--- src/rtl/sonic_irq_coalescer_if.sv ---
`default_nettype none
// ============================================================================
// Module      : sonic_irq_coalescer_if
// Description : Shared MSI handshake and prg_reg bus used by the
//               multi-port RX IRQ coalescer.
// Revision    : 1.0 - initial release
// ============================================================================
interface sonic_irq_coalescer_if;
  // MSI side
  logic        msi_sel;
  logic        app_msi_req;
  logic        app_msi_ack;
  logic [4:0]  app_msi_num;
  logic [2:0]  app_msi_tc;
  logic        msi_busy;
  // register bus
  logic        prg_wrena;
  logic [7:0]  prg_addr;
  logic [31:0] prg_wrdata;
  logic [31:0] prg_rddata;

  // The coalescer is the MSI requester and the register target.
  modport master (
    output app_msi_req, app_msi_num, app_msi_tc, msi_busy, prg_rddata,
    input  msi_sel, app_msi_ack, prg_wrena, prg_addr, prg_wrdata
  );

  // PCIe MSI arbiter / register host side.
  modport slave (
    input  app_msi_req, app_msi_num, app_msi_tc, msi_busy, prg_rddata,
    output msi_sel, app_msi_ack, prg_wrena, prg_addr, prg_wrdata
  );
endinterface
`default_nettype wire

--- src/rtl/sonic_irq_coalescer.sv ---
`default_nettype none
// ============================================================================
// Module      : sonic_irq_coalescer
// Description : Per-port RX interrupt coalescing (threshold / timeout) with a
//               round-robin arbiter serialising MSIs onto app_msi.
// Revision    : 1.0 - initial release
// ============================================================================
module sonic_irq_coalescer #(
  parameter int NUM_PORTS    = 2,
  parameter int PTR_WIDTH    = 12,
  parameter int TIMER_WIDTH  = 16,
  parameter int MSI_NUM_BASE = 0
) (
  input  logic                           clk_in,
  input  logic                           rstn,
  input  logic [NUM_PORTS*PTR_WIDTH-1:0] port_wptr,
  input  logic [NUM_PORTS-1:0]           port_enable,
  output logic [NUM_PORTS-1:0]           irq_pending,
  sonic_irq_coalescer_if.master          bus
);

  localparam int PORT_W = (NUM_PORTS > 1) ? $clog2(NUM_PORTS) : 1;

  typedef enum logic [1:0] {
    ST_IDLE = 2'd0,
    ST_REQ  = 2'd1,
    ST_GAP  = 2'd2
  } state_t;

  // per-port state
  logic [PTR_WIDTH-1:0]   wptr_q     [NUM_PORTS];
  logic [PTR_WIDTH-1:0]   wptr_d     [NUM_PORTS];
  logic [PTR_WIDTH-1:0]   last_ptr_q [NUM_PORTS];
  logic [PTR_WIDTH-1:0]   last_ptr_d [NUM_PORTS];
  logic [PTR_WIDTH-1:0]   outstanding[NUM_PORTS];
  logic [TIMER_WIDTH-1:0] timer_q    [NUM_PORTS];
  logic [TIMER_WIDTH-1:0] timer_d    [NUM_PORTS];
  logic [31:0]            msicnt_q   [NUM_PORTS];
  logic [31:0]            msicnt_d   [NUM_PORTS];
  logic [NUM_PORTS-1:0]   pending_q, pending_d;
  logic [NUM_PORTS-1:0]   trigger;

  // programmable registers
  logic [PTR_WIDTH-1:0]   thresh_q   [NUM_PORTS];
  logic [PTR_WIDTH-1:0]   thresh_d   [NUM_PORTS];
  logic [TIMER_WIDTH-1:0] timeout_q  [NUM_PORTS];
  logic [TIMER_WIDTH-1:0] timeout_d  [NUM_PORTS];
  logic                   msi_enable_q, msi_enable_d;
  logic [2:0]             tc_q, tc_d;
  logic [31:0]            rddata;

  // arbiter
  state_t                 state_q, state_d;
  logic [PORT_W-1:0]      gnt_q, gnt_d;
  logic [PORT_W-1:0]      rr_q, rr_d;
  logic [PTR_WIDTH-1:0]   snap_q, snap_d;
  logic [PORT_W-1:0]      pick_hi, pick_lo, pick;
  logic [PTR_WIDTH-1:0]   snap_hi, snap_lo, snap_pick;
  logic                   found_hi;
  logic                   req, ack_fire;

  logic                   unused_wrdata;
  assign unused_wrdata = ^bus.prg_wrdata;

  // An ack only counts while a request is actually outstanding.
  assign ack_fire = (state_q == ST_REQ) && bus.app_msi_ack;

  // Per-port outstanding count, timer, trigger and pending flag.
  always_comb begin
    trigger = '0;
    pending_d = pending_q;
    for (int p = 0; p < NUM_PORTS; p++) begin
      wptr_d[p]      = port_wptr[p*PTR_WIDTH +: PTR_WIDTH];
      outstanding[p] = wptr_q[p] - last_ptr_q[p];
      timer_d[p]     = timer_q[p];
      last_ptr_d[p]  = last_ptr_q[p];
      msicnt_d[p]    = msicnt_q[p];
      trigger[p] = port_enable[p] && (outstanding[p] != '0) &&
                   ((outstanding[p] >= ((thresh_q[p] == '0) ? PTR_WIDTH'(1) : thresh_q[p])) ||
                    ((timeout_q[p] != '0) && (timer_q[p] >= timeout_q[p])));
      if (ack_fire && (gnt_q == PORT_W'(p))) begin
        // Service completes: retire entries up to the grant-time snapshot.
        timer_d[p]    = '0;
        last_ptr_d[p] = snap_q;
        msicnt_d[p]   = msicnt_q[p] + 32'd1;
        pending_d[p]  = 1'b0;
      end else begin
        pending_d[p] = pending_q[p] | trigger[p];
        if ((outstanding[p] != '0) && !pending_q[p] && (timer_q[p] != '1))
          timer_d[p] = timer_q[p] + TIMER_WIDTH'(1);
      end
    end
  end

  // Register writes and combinational read-back.
  always_comb begin
    msi_enable_d = msi_enable_q;
    tc_d         = tc_q;
    rddata       = '0;
    for (int p = 0; p < NUM_PORTS; p++) begin
      thresh_d[p]  = thresh_q[p];
      timeout_d[p] = timeout_q[p];
    end
    if (bus.prg_wrena) begin
      if (bus.prg_addr == 8'h00) begin
        msi_enable_d = bus.prg_wrdata[0];
        tc_d         = bus.prg_wrdata[6:4];
      end
      for (int p = 0; p < NUM_PORTS; p++) begin
        if (bus.prg_addr == 8'(8'h10 + 4*p)) thresh_d[p]  = bus.prg_wrdata[PTR_WIDTH-1:0];
        if (bus.prg_addr == 8'(8'h40 + 4*p)) timeout_d[p] = bus.prg_wrdata[TIMER_WIDTH-1:0];
      end
    end
    if (bus.prg_addr == 8'h00) rddata = {25'd0, tc_q, 3'd0, msi_enable_q};
    if (bus.prg_addr == 8'h04) rddata = 32'(pending_q);
    for (int p = 0; p < NUM_PORTS; p++) begin
      if (bus.prg_addr == 8'(8'h10 + 4*p)) rddata = 32'(thresh_q[p]);
      if (bus.prg_addr == 8'(8'h40 + 4*p)) rddata = 32'(timeout_q[p]);
      if (bus.prg_addr == 8'(8'h80 + 4*p)) rddata = msicnt_q[p];
    end
  end

  // Round-robin pick: lowest pending port at/after rr_q, else lowest overall.
  always_comb begin
    found_hi = 1'b0;
    pick_hi  = '0;
    pick_lo  = '0;
    snap_hi  = '0;
    snap_lo  = '0;
    for (int p = NUM_PORTS - 1; p >= 0; p--) begin
      if (pending_q[p]) begin
        pick_lo = PORT_W'(p);
        snap_lo = wptr_q[p];
        if (PORT_W'(p) >= rr_q) begin
          found_hi = 1'b1;
          pick_hi  = PORT_W'(p);
          snap_hi  = wptr_q[p];
        end
      end
    end
    pick      = found_hi ? pick_hi : pick_lo;
    snap_pick = found_hi ? snap_hi : snap_lo;
  end

  // Arbiter next-state and handshake outputs.
  always_comb begin
    state_d = state_q;
    gnt_d   = gnt_q;
    snap_d  = snap_q;
    rr_d    = rr_q;
    req     = 1'b0;
    case (state_q)
      ST_IDLE: begin
        if (msi_enable_q && bus.msi_sel && (|pending_q)) begin
          gnt_d   = pick;
          snap_d  = snap_pick;
          state_d = ST_REQ;
        end
      end
      ST_REQ: begin
        req = 1'b1;
        if (bus.app_msi_ack) begin
          rr_d    = (gnt_q == PORT_W'(NUM_PORTS - 1)) ? '0 : gnt_q + PORT_W'(1);
          state_d = ST_GAP;
        end
      end
      ST_GAP:  state_d = ST_IDLE;
      default: state_d = ST_IDLE;
    endcase
  end

  // Arbiter state register.
  always_ff @(posedge clk_in or negedge rstn) begin
    if (!rstn) begin
      state_q <= ST_IDLE;
      gnt_q   <= '0;
      rr_q    <= '0;
      snap_q  <= '0;
    end else begin
      state_q <= state_d;
      gnt_q   <= gnt_d;
      rr_q    <= rr_d;
      snap_q  <= snap_d;
    end
  end

  // Per-port and register-file state.
  always_ff @(posedge clk_in or negedge rstn) begin
    if (!rstn) begin
      pending_q    <= '0;
      msi_enable_q <= 1'b0;
      tc_q         <= '0;
      for (int p = 0; p < NUM_PORTS; p++) begin
        wptr_q[p]     <= '0;
        last_ptr_q[p] <= '0;
        timer_q[p]    <= '0;
        msicnt_q[p]   <= '0;
        thresh_q[p]   <= '0;
        timeout_q[p]  <= '0;
      end
    end else begin
      pending_q    <= pending_d;
      msi_enable_q <= msi_enable_d;
      tc_q         <= tc_d;
      for (int p = 0; p < NUM_PORTS; p++) begin
        wptr_q[p]     <= wptr_d[p];
        last_ptr_q[p] <= last_ptr_d[p];
        timer_q[p]    <= timer_d[p];
        msicnt_q[p]   <= msicnt_d[p];
        thresh_q[p]   <= thresh_d[p];
        timeout_q[p]  <= timeout_d[p];
      end
    end
  end

  assign irq_pending     = pending_q;
  assign bus.app_msi_req = req;
  assign bus.msi_busy    = req;
  assign bus.app_msi_num = req ? (5'(MSI_NUM_BASE) + 5'(gnt_q)) : 5'd0;
  assign bus.app_msi_tc  = tc_q;
  assign bus.prg_rddata  = rddata;

endmodule
`default_nettype wire

--- src/flat_wrapper.sv ---
// flat-port wrapper written by rule: the top's interface ports become plain ports
module sonic_irq_coalescer_flat 
#(
  parameter int NUM_PORTS    = 2,
  parameter int PTR_WIDTH    = 12,
  parameter int TIMER_WIDTH  = 16,
  parameter int MSI_NUM_BASE = 0
)
  (clk_in, rstn, port_wptr, port_enable, irq_pending, bus_app_msi_req, bus_app_msi_num, bus_app_msi_tc, bus_msi_busy, bus_prg_rddata, bus_msi_sel, bus_app_msi_ack, bus_prg_wrena, bus_prg_addr, bus_prg_wrdata);
  sonic_irq_coalescer_if bus_i ();
  input  logic clk_in;
  input  logic rstn;
  input  logic [NUM_PORTS*PTR_WIDTH-1:0] port_wptr;
  input  logic [NUM_PORTS-1:0] port_enable;
  output logic [NUM_PORTS-1:0] irq_pending;
  output wire logic [$bits(bus_i.app_msi_req)-1:0] bus_app_msi_req;
  output wire logic [$bits(bus_i.app_msi_num)-1:0] bus_app_msi_num;
  output wire logic [$bits(bus_i.app_msi_tc)-1:0] bus_app_msi_tc;
  output wire logic [$bits(bus_i.msi_busy)-1:0] bus_msi_busy;
  output wire logic [$bits(bus_i.prg_rddata)-1:0] bus_prg_rddata;
  input wire logic [$bits(bus_i.msi_sel)-1:0] bus_msi_sel;
  input wire logic [$bits(bus_i.app_msi_ack)-1:0] bus_app_msi_ack;
  input wire logic [$bits(bus_i.prg_wrena)-1:0] bus_prg_wrena;
  input wire logic [$bits(bus_i.prg_addr)-1:0] bus_prg_addr;
  input wire logic [$bits(bus_i.prg_wrdata)-1:0] bus_prg_wrdata;
  assign bus_app_msi_req = bus_i.app_msi_req;
  assign bus_app_msi_num = bus_i.app_msi_num;
  assign bus_app_msi_tc = bus_i.app_msi_tc;
  assign bus_msi_busy = bus_i.msi_busy;
  assign bus_prg_rddata = bus_i.prg_rddata;
  assign bus_i.msi_sel = bus_msi_sel;
  assign bus_i.app_msi_ack = bus_app_msi_ack;
  assign bus_i.prg_wrena = bus_prg_wrena;
  assign bus_i.prg_addr = bus_prg_addr;
  assign bus_i.prg_wrdata = bus_prg_wrdata;
  sonic_irq_coalescer #(.NUM_PORTS(NUM_PORTS), .PTR_WIDTH(PTR_WIDTH), .TIMER_WIDTH(TIMER_WIDTH), .MSI_NUM_BASE(MSI_NUM_BASE)) u_core (.clk_in(clk_in), .rstn(rstn), .port_wptr(port_wptr), .port_enable(port_enable), .irq_pending(irq_pending), .bus(bus_i));
endmodule
--- config.mk ---
export PLATFORM = sky130hd
export DESIGN_NAME = sonic_irq_coalescer_flat
export DESIGN_NICKNAME = d
export VERILOG_FILES = /design/src/rtl/sonic_irq_coalescer_if.sv /design/src/rtl/sonic_irq_coalescer.sv /design/src/flat_wrapper.sv
export SDC_FILE = /design/constraint.sdc
export NUM_CORES = 1
export LEC_CHECK = 0
export BUFFER_PORTS_ARGS = -buffer_cell sky130_fd_sc_hd__buf_2
export CORE_MARGIN = 1.5
export CORE_UTILIZATION = 35
export DETAILED_ROUTE_END_ITERATION = 6
export GPL_TIMING_DRIVEN = 1
export SETUP_SLACK_MARGIN = 0.05
export SLEW_MARGIN = 20
export SYNTH_ARGS = -nofsm -noshare
export SYNTH_HDL_FRONTEND = slang
export SYNTH_SLANG_ARGS = --single-unit
--- constraint.sdc ---
create_clock -name clk_in -period 5.08 [get_ports clk_in]
set_clock_uncertainty 0.2 [all_clocks]
set_input_delay 0.254 -clock clk_in [delete_from_list [all_inputs] [get_ports clk_in]]
set_output_delay 0.254 -clock clk_in [all_outputs]
set_load 0.02 [all_outputs]
# [Word level (Yosys, flattened, before mapping)]
# Index checks and enable logic that the tools add are counted.
[word_totals] regBits=222 inputBits=71 output_inout_bits=44 elab_cells=123
[classes] addsub=7 order_cmp=6 eq_ne=12 n_mux=38 bitwise_logic=3 reduce_logical=38
[ops] op="$mux W32" n=4
[ops] op="$mux W12" n=10
[ops] op="$mux W16" n=5
[ops] op="$add A32 B1 Y32 const B" n=2
[ops] op="$add A16 B1 Y16 const B" n=2
[ops] op="$ge A16 B16 Y1" n=2
[ops] op="$ne A16 B16 Y1 const B" n=2
[ops] op="$reduce_bool A16 Y1" n=2
[ops] op="$ge A12 B12 Y1" n=2
[ops] op="$logic_not A12 Y1" n=2
[ops] op="$reduce_bool A12 Y1" n=2
[ops] op="$sub A12 B12 Y12" n=2
[ops] op="$eq A8 B5 Y1 const B" n=2
[ops] op="$eq A8 B7 Y1 const B" n=2
[ops] op="$eq A8 B8 Y1 const B" n=2
[ops] op="$reduce_and A2 Y1" n=8
[ops] op="$logic_and A1 B1 Y1" n=15
[ops] op="$mux W1" n=14
[ops] op="$mux W7" n=2
[ops] op="$eq A8 B3 Y1 const B" n=1
[ops] op="$logic_not A8 Y1" n=1
[ops] op="$mux W2" n=2
[ops] op="$pmux W2 S2" n=1
[ops] op="$reduce_bool A2 Y1" n=2
[ops] op="other kinds (11)" n=15

# [Depth between registers and ports, before layout]
[logic_depth] ltp_word=9 ltp_mapped=17 mapped_depth_nobuf=17

# [Worst setup path after synthesis]
# Ideal clock, no wire load.
[synth_path] path_kind="flip-flop to flip-flop" startpoint="register u_core.last_ptr_q[0] (netlist bit)" endpoint="register u_core.pending_q[1], in the netlist u_core.irq_pending[1]" setup_time_ns=0.125 arrival_ns=2.875 required_time_ns=4.755 setup_slack_ns=1.881 stages_incl_launch_ff=17 path_buffers=0 period_less_slack_ns=3.199 path_cell_list="dfrtp_1 ha_1 fa_1 nand2b_1 a211oi_2 o21ai_1 a21oi_1 xor2_1 ha_1 o21ai_0 nor2_1 o21ai_0 o21ai_0 a31oi_1 a21oi_1 a21oi_1 o31ai_1"
[synth_between] elab_chain_len=6 word_cells_on_any_way=8 classes_between="add/sub (1); order compare (1); mux (1); bitwise (1); reduce/logical (4)"
[synth_rtl] item="start, declared" line="sonic_irq_coalescer.sv:33" rtl="logic [PTR_WIDTH-1:0] last_ptr_q [NUM_PORTS];"
[synth_rtl] item="start signal, assigned by index" line="sonic_irq_coalescer.sv:207" rtl="last_ptr_q[p] <= last_ptr_d[p];"
[synth_rtl] item="$sub A12 B12 Y12 (*)" line="sonic_irq_coalescer.sv:74" rtl="outstanding[p] = wptr_q[p] - last_ptr_q[p];"
[synth_rtl] item="$ge A12 B12 Y1 or $reduce_bool A12 Y1 (tied branches)" line="sonic_irq_coalescer.sv:79, sonic_irq_coalescer.sv:78"
[synth_rtl] item="$logic_or A1 B1 Y1 or $logic_and A1 B1 Y1 (tied branches)" line="sonic_irq_coalescer.sv:79, sonic_irq_coalescer.sv:78"
[synth_rtl] item="$logic_and A1 B1 Y1 (*)" line="sonic_irq_coalescer.sv:78" rtl="trigger[p] = port_enable[p] && (outstanding[p] != '0) &&"
[synth_rtl] item="$or A1 B1 Y1 (*)" line="sonic_irq_coalescer.sv:88" rtl="pending_d[p] = pending_q[p] | trigger[p];"
[synth_rtl] item="$mux W1 (*)" line="sonic_irq_coalescer.sv:81" rtl="if (ack_fire && (gnt_q == PORT_W'(p))) begin"
[synth_rtl] item="net u_core.pending_d[1]" line="sonic_irq_coalescer.sv:40" rtl="logic [NUM_PORTS-1:0] pending_q, pending_d;"
[synth_rtl] item="end signal, assigned" line="sonic_irq_coalescer.sv:202" rtl="pending_q <= pending_d;"
[synth_rtl] item="end, declared" line="sonic_irq_coalescer.sv:40"
# Mark *: on every way through the listed nets, which the timed path passes. The rest lies on a longest branch.
# A chain may end at the register's enable or synchronous reset.

# [Worst setup path in the final report]
# Same ends and word-level chain as after synthesis.

==> out/qor.txt <==
FINAL LAYOUT
----------------------------------------------------------------------------------------
Number of nets in the layout                                                        1575
Share of final-layout standard cells stronger than drive strength 1               0.1718
Area occupied by multi-input gates                                            6611 sq um
Area Growth Syn to Fin                                                            17.58%
Filler cell count in the final layout                                               3480
Utilization after layout                                                          0.4198
Total area of sequential cells                                                5555 sq um

SETUP PATH
----------------------------------------------------------------------------------------
Critical Path Fanout Max                                                               3
Worst stage delay on the critical path                                            400 ps
Required time of the critical path                                               5290 ps
RR Startpoint                                                               u_core.last_ptr_q[0]$_DFFE_PN0P_
Cell at the slowest stage of the critical path                              sky130_fd_sc_hd__fa_1
Worst setup SP type                                                            flip-flop
Cells traversed along the worst timing path                                 ha_1 -> fa_1 -> nand2b_1 -> a211oi_2 -> o21ai_1 -> a21oi_1 -> xor2_1 -> ha_1 -> o21ai_0 -> nor2_1 -> o21ai_0 -> o21ai_0 -> a31oi_1 -> a21oi_1 -> a21oi_1 -> o31ai_1
Critical path startpoint                                                    u_core.last_ptr_q[0]$_DFFE_PN0P_
Data arrival time of the critical path                                           3810 ps
Critical Path End Type                                                         flip-flop
Worst Setup Path Type                                                            reg2reg

FLOORPLANNING
----------------------------------------------------------------------------------------
Number of placement rows                                                              69
Core footprint                                                               35660 sq um
Number of placed I/O pins                                                            115
Horiz. Die Dim                                                              193.7 microns
Initial core utilization                                                          0.3570
Area of the die                                                              37520 sq um
Floorplan die height                                                        193.7 microns

SYNTH
----------------------------------------------------------------------------------------
Mean instance size in the synthesized netlist                                9.868 sq um
Post-synthesis async set-or-reset flop share                                       1.000
Post-synthesis sequential area ratio                                              0.4364
Warnings from Yosys                                                                    0
Area share of the largest cell type after synthesis                               0.4364
Register bit total from synthesis                                                    222
Top cells by area in the synthesized netlist                                sky130_fd_sc_hd__dfrtp_1 44%, sky130_fd_sc_hd__ha_1 8.1%, sky130_fd_sc_hd__mux2_2 5.3%
Cell type contributing the most total cell area after synthesis             sky130_fd_sc_hd__dfrtp_1
Number of synthesized flops with an enable pin                                         0
Commonest register cell after synthesis                                     sky130_fd_sc_hd__dfrtp_1
Count of unique library cells instantiated by Yosys                                   79
Netlist area before placement                                                12730 sq um
Synthesized instance count                                                          1290

PLACED DESIGN
----------------------------------------------------------------------------------------
Final estimated routing congestion in global placement                            0.8436
Number of buffers added on ports                                                      94
Total half-perimeter wirelength after legalization and detailed placement   24690 microns

STA
----------------------------------------------------------------------------------------
Highest clock frequency the design can meet                                    278.0 MHz
Setup Total Neg Slack                                                               0 ps
Final setup fails                                                                      0
Setup repair after global routing missed its margin                                false
Period utilisation layout                                                         0.7082
Hold Violations, Final                                                                 0
Relative max-transition margin                                                    0.3731
Hold Worst Slack                                                                37.55 ps
Min Tclk post-route                                                              3597 ps
Max-slew violation count                                                               0
Measured slew at the worst slew-check pin                                       936.9 ps

GLOBAL ROUTE
----------------------------------------------------------------------------------------
Overall fraction of global-route tracks in use                                    0.1791
Aggregate global routing overflow                                                      0
Pin count of the biggest net entering global routing                                 115
Number of antenna violations at the first check in global routing                      3
Global-route wire length before repair                                      54230 microns
Vias in the first global route                                                     10060

HOLD PATH
----------------------------------------------------------------------------------------
Source of the worst hold timing path                                        bus_prg_wrena
Worst min path class                                                              in2reg

OUTCOME
----------------------------------------------------------------------------------------
Status                                                                      finished, violations left
Violated checks                                                             design-rule violations

ROUTING
----------------------------------------------------------------------------------------
DRT iter0 DRCs                                                                       625
Routed wire length                                                          33440 microns
Count of nets left with antenna violations after detail routing                        0
Routed wirelength normalized by instance count                              17.59 microns
Number of search-and-repair iterations in the first detailed-routing pass              7
Number of remaining DRC errors                                                        16
Routed via count divided by cell count                                             5.342
Count of vias placed by the detailed router                                        10160

CLOCKING
----------------------------------------------------------------------------------------
Clock tree from TritonCTS                                                           done
Clock sink total                                                                     222
Clock transition at the registers of the reported paths                            60 ps
Total of cells resized after clock tree synthesis                                      0
Clk buf depth                                                                          3
# H-tree levels                                                                        1
Root cell of the clock tree                                                 sky130_fd_sc_hd__clkbuf_16
Source-to-sink clock delay at the later pin of the worst-skew pair                560 ps
Total CTS buffers                                                                     25

JOB
----------------------------------------------------------------------------------------
Max-Cap Viols                                                                          0

POWER AND IR DROP
----------------------------------------------------------------------------------------
Leakage                                                                         6.749 nW
Peak supply drop                                                               0.3017 mV
Power density over cell area                                                366.9 nW/um^2

-- cells by family after synthesis --
group                    share of synthesized area
AO/OA/AOI/OAI                               0.1559
XOR/XNOR                                   0.05082
adder cells (fa/ha/maj)                    0.08374
buffers and inverters                      0.04649
flip-flops                                  0.4364
multiplexers                               0.05544
other                                    0.0002946
AND/OR/NAND/NOR                             0.1709
-- sequential cells by signal, summed over array words and instances, names as in the netlist --
name / flops
u_core.msi_enable_q: 1
u_core.thresh_q: 24
u_core.timer_q: 32
u_core.irq_pending: 2
u_core.state_q: 2
u_core.rr_q: 1
u_core.last_ptr_q: 24
u_core.snap_q: 12
u_core.timeout_q: 32
u_core.msicnt_q: 64
u_core.wptr_q: 24
u_core.bus.app_msi_tc: 3
u_core.gnt_q: 1
-- synthesized netlist by cell type (15+ instances only) --
master and number:
sky130_fd_sc_hd__xnor2_1 54, sky130_fd_sc_hd__nand4_1 23, sky130_fd_sc_hd__and3_1 24, sky130_fd_sc_hd__nor3_1 22
sky130_fd_sc_hd__or3_1 19, sky130_fd_sc_hd__mux2_2 60, sky130_fd_sc_hd__a22o_1 16, sky130_fd_sc_hd__or4_1 16
sky130_fd_sc_hd__a22oi_1 17, sky130_fd_sc_hd__nor2_1 82, sky130_fd_sc_hd__dfrtp_1 222, sky130_fd_sc_hd__clkbuf_1 34
sky130_fd_sc_hd__ha_1 82, sky130_fd_sc_hd__nand2b_1 15, sky130_fd_sc_hd__nand3_1 38, sky130_fd_sc_hd__nor4_1 18
sky130_fd_sc_hd__o21ai_0 48, sky130_fd_sc_hd__inv_1 96, sky130_fd_sc_hd__a21oi_1 51, sky130_fd_sc_hd__xor2_1 18
sky130_fd_sc_hd__a221o_1 15, sky130_fd_sc_hd__nand2_1 128
-- what timing repair did --
action	4_1_cts	5_1_grt
setup endpoints to repair	0	0
endpoints found under the hold margin	202	0
hold buffers	44	0
setup buffers	0	0
-- final timing paths --
kind | slack (ps) | end | cells after the start
setup reg to reg | 1480 | u_core.irq_pending[1]$_DFF_PN0_ | 16
setup / recovery | 1480 | u_core.irq_pending[1]$_DFF_PN0_ | 16
hold reg to reg | 280 | u_core.msicnt_q[31]$_DFFE_PN0P_ | 1
hold / removal | 40 | u_core.bus.app_msi_tc[0]$_DFFE_PN0P_ | 3
min in group asynchronous | 180 | u_core.msicnt_q[25]$_DFFE_PN0P_ | 2
max in group asynchronous | 3380 | u_core.last_ptr_q[17]$_DFFE_PN0P_ | 3
-- per-layer routing --
layer  GRT usage  share of wire  routed length, microns
met1      0.2436           0.46                   15520
met3     0.04001          0.053                    1789
met4     0.04841          0.022                     741
met2      0.2869           0.46                   15380
met5           0        0.00030                      10
-- power by group --
part / internal (mW) / total (mW) / switching, mW
Clock: 1.12 / 1.87 / 0.751
Combinational: 0.653 / 1.44 / 0.790
Sequential: 1.96 / 2.18 / 0.212
-- cells in the final DEF (no fill, tap or decap), types with 12 or more instances in the layout --
cell type and count:
sky130_fd_sc_hd__nand2_1 128, sky130_fd_sc_hd__mux2_2 60, sky130_fd_sc_hd__o21ai_0 48, sky130_fd_sc_hd__nand4_1 23, sky130_fd_sc_hd__dfrtp_1 222, sky130_fd_sc_hd__ha_1 82, sky130_fd_sc_hd__clkbuf_16 25, sky130_fd_sc_hd__inv_1 96
sky130_fd_sc_hd__nand3_1 38, sky130_fd_sc_hd__nor2_1 82, sky130_fd_sc_hd__nor3_1 22, sky130_fd_sc_hd__or3_1 19, sky130_fd_sc_hd__xor2_1 18, sky130_fd_sc_hd__a221o_1 15, sky130_fd_sc_hd__a22oi_1 17, sky130_fd_sc_hd__dlygate4sd3_1 44
sky130_fd_sc_hd__and3_1 24, sky130_fd_sc_hd__a22o_1 16, sky130_fd_sc_hd__o31ai_1 12, sky130_fd_sc_hd__buf_2 93, sky130_fd_sc_hd__a21oi_1 51, sky130_fd_sc_hd__nor4_1 18, sky130_fd_sc_hd__or4_1 16, sky130_fd_sc_hd__nand2b_1 15
sky130_fd_sc_hd__xnor2_1 54
-- critical path: cells and delay by family (launching register included) --
kind	cells	cell delay, ps
AND/OR/NAND/NOR	2	250
AO/OA/AOI/OAI	10	1400
adder cells (fa/ha/maj)	3	930
XOR/XNOR	1	320
flip-flops	1	380
-- per-stage QoR --
stage / total power [mW] / cells / cell area (sq um) / setup slack [ps]
after floorplan: 3.219 / 1293 / 12740 / 1881
after global placement: 3.577 / 1810 / 13650 / 1568
after detailed placement: 3.618 / 1810 / 13650 / 1486
after CTS: 5.544 / 1899 / 14950 / 1454
after global routing: 5.865 / 1901 / 14970 / 1152
final: 5.492 / 1901 / 14970 / 1483
-- final cells by class --
class / count / area share
antenna: 2 / 0.0003344
clock buffer: 42 / 0.05341
clock inverter: 3 / 0.003929
inverter: 96 / 0.02407
multi-input combinational: 928 / 0.4417
sequential: 222 / 0.3711
tap: 461 / 0.03854
timing repair buffer: 147 / 0.06687
(Power assumes the default switching activity.)
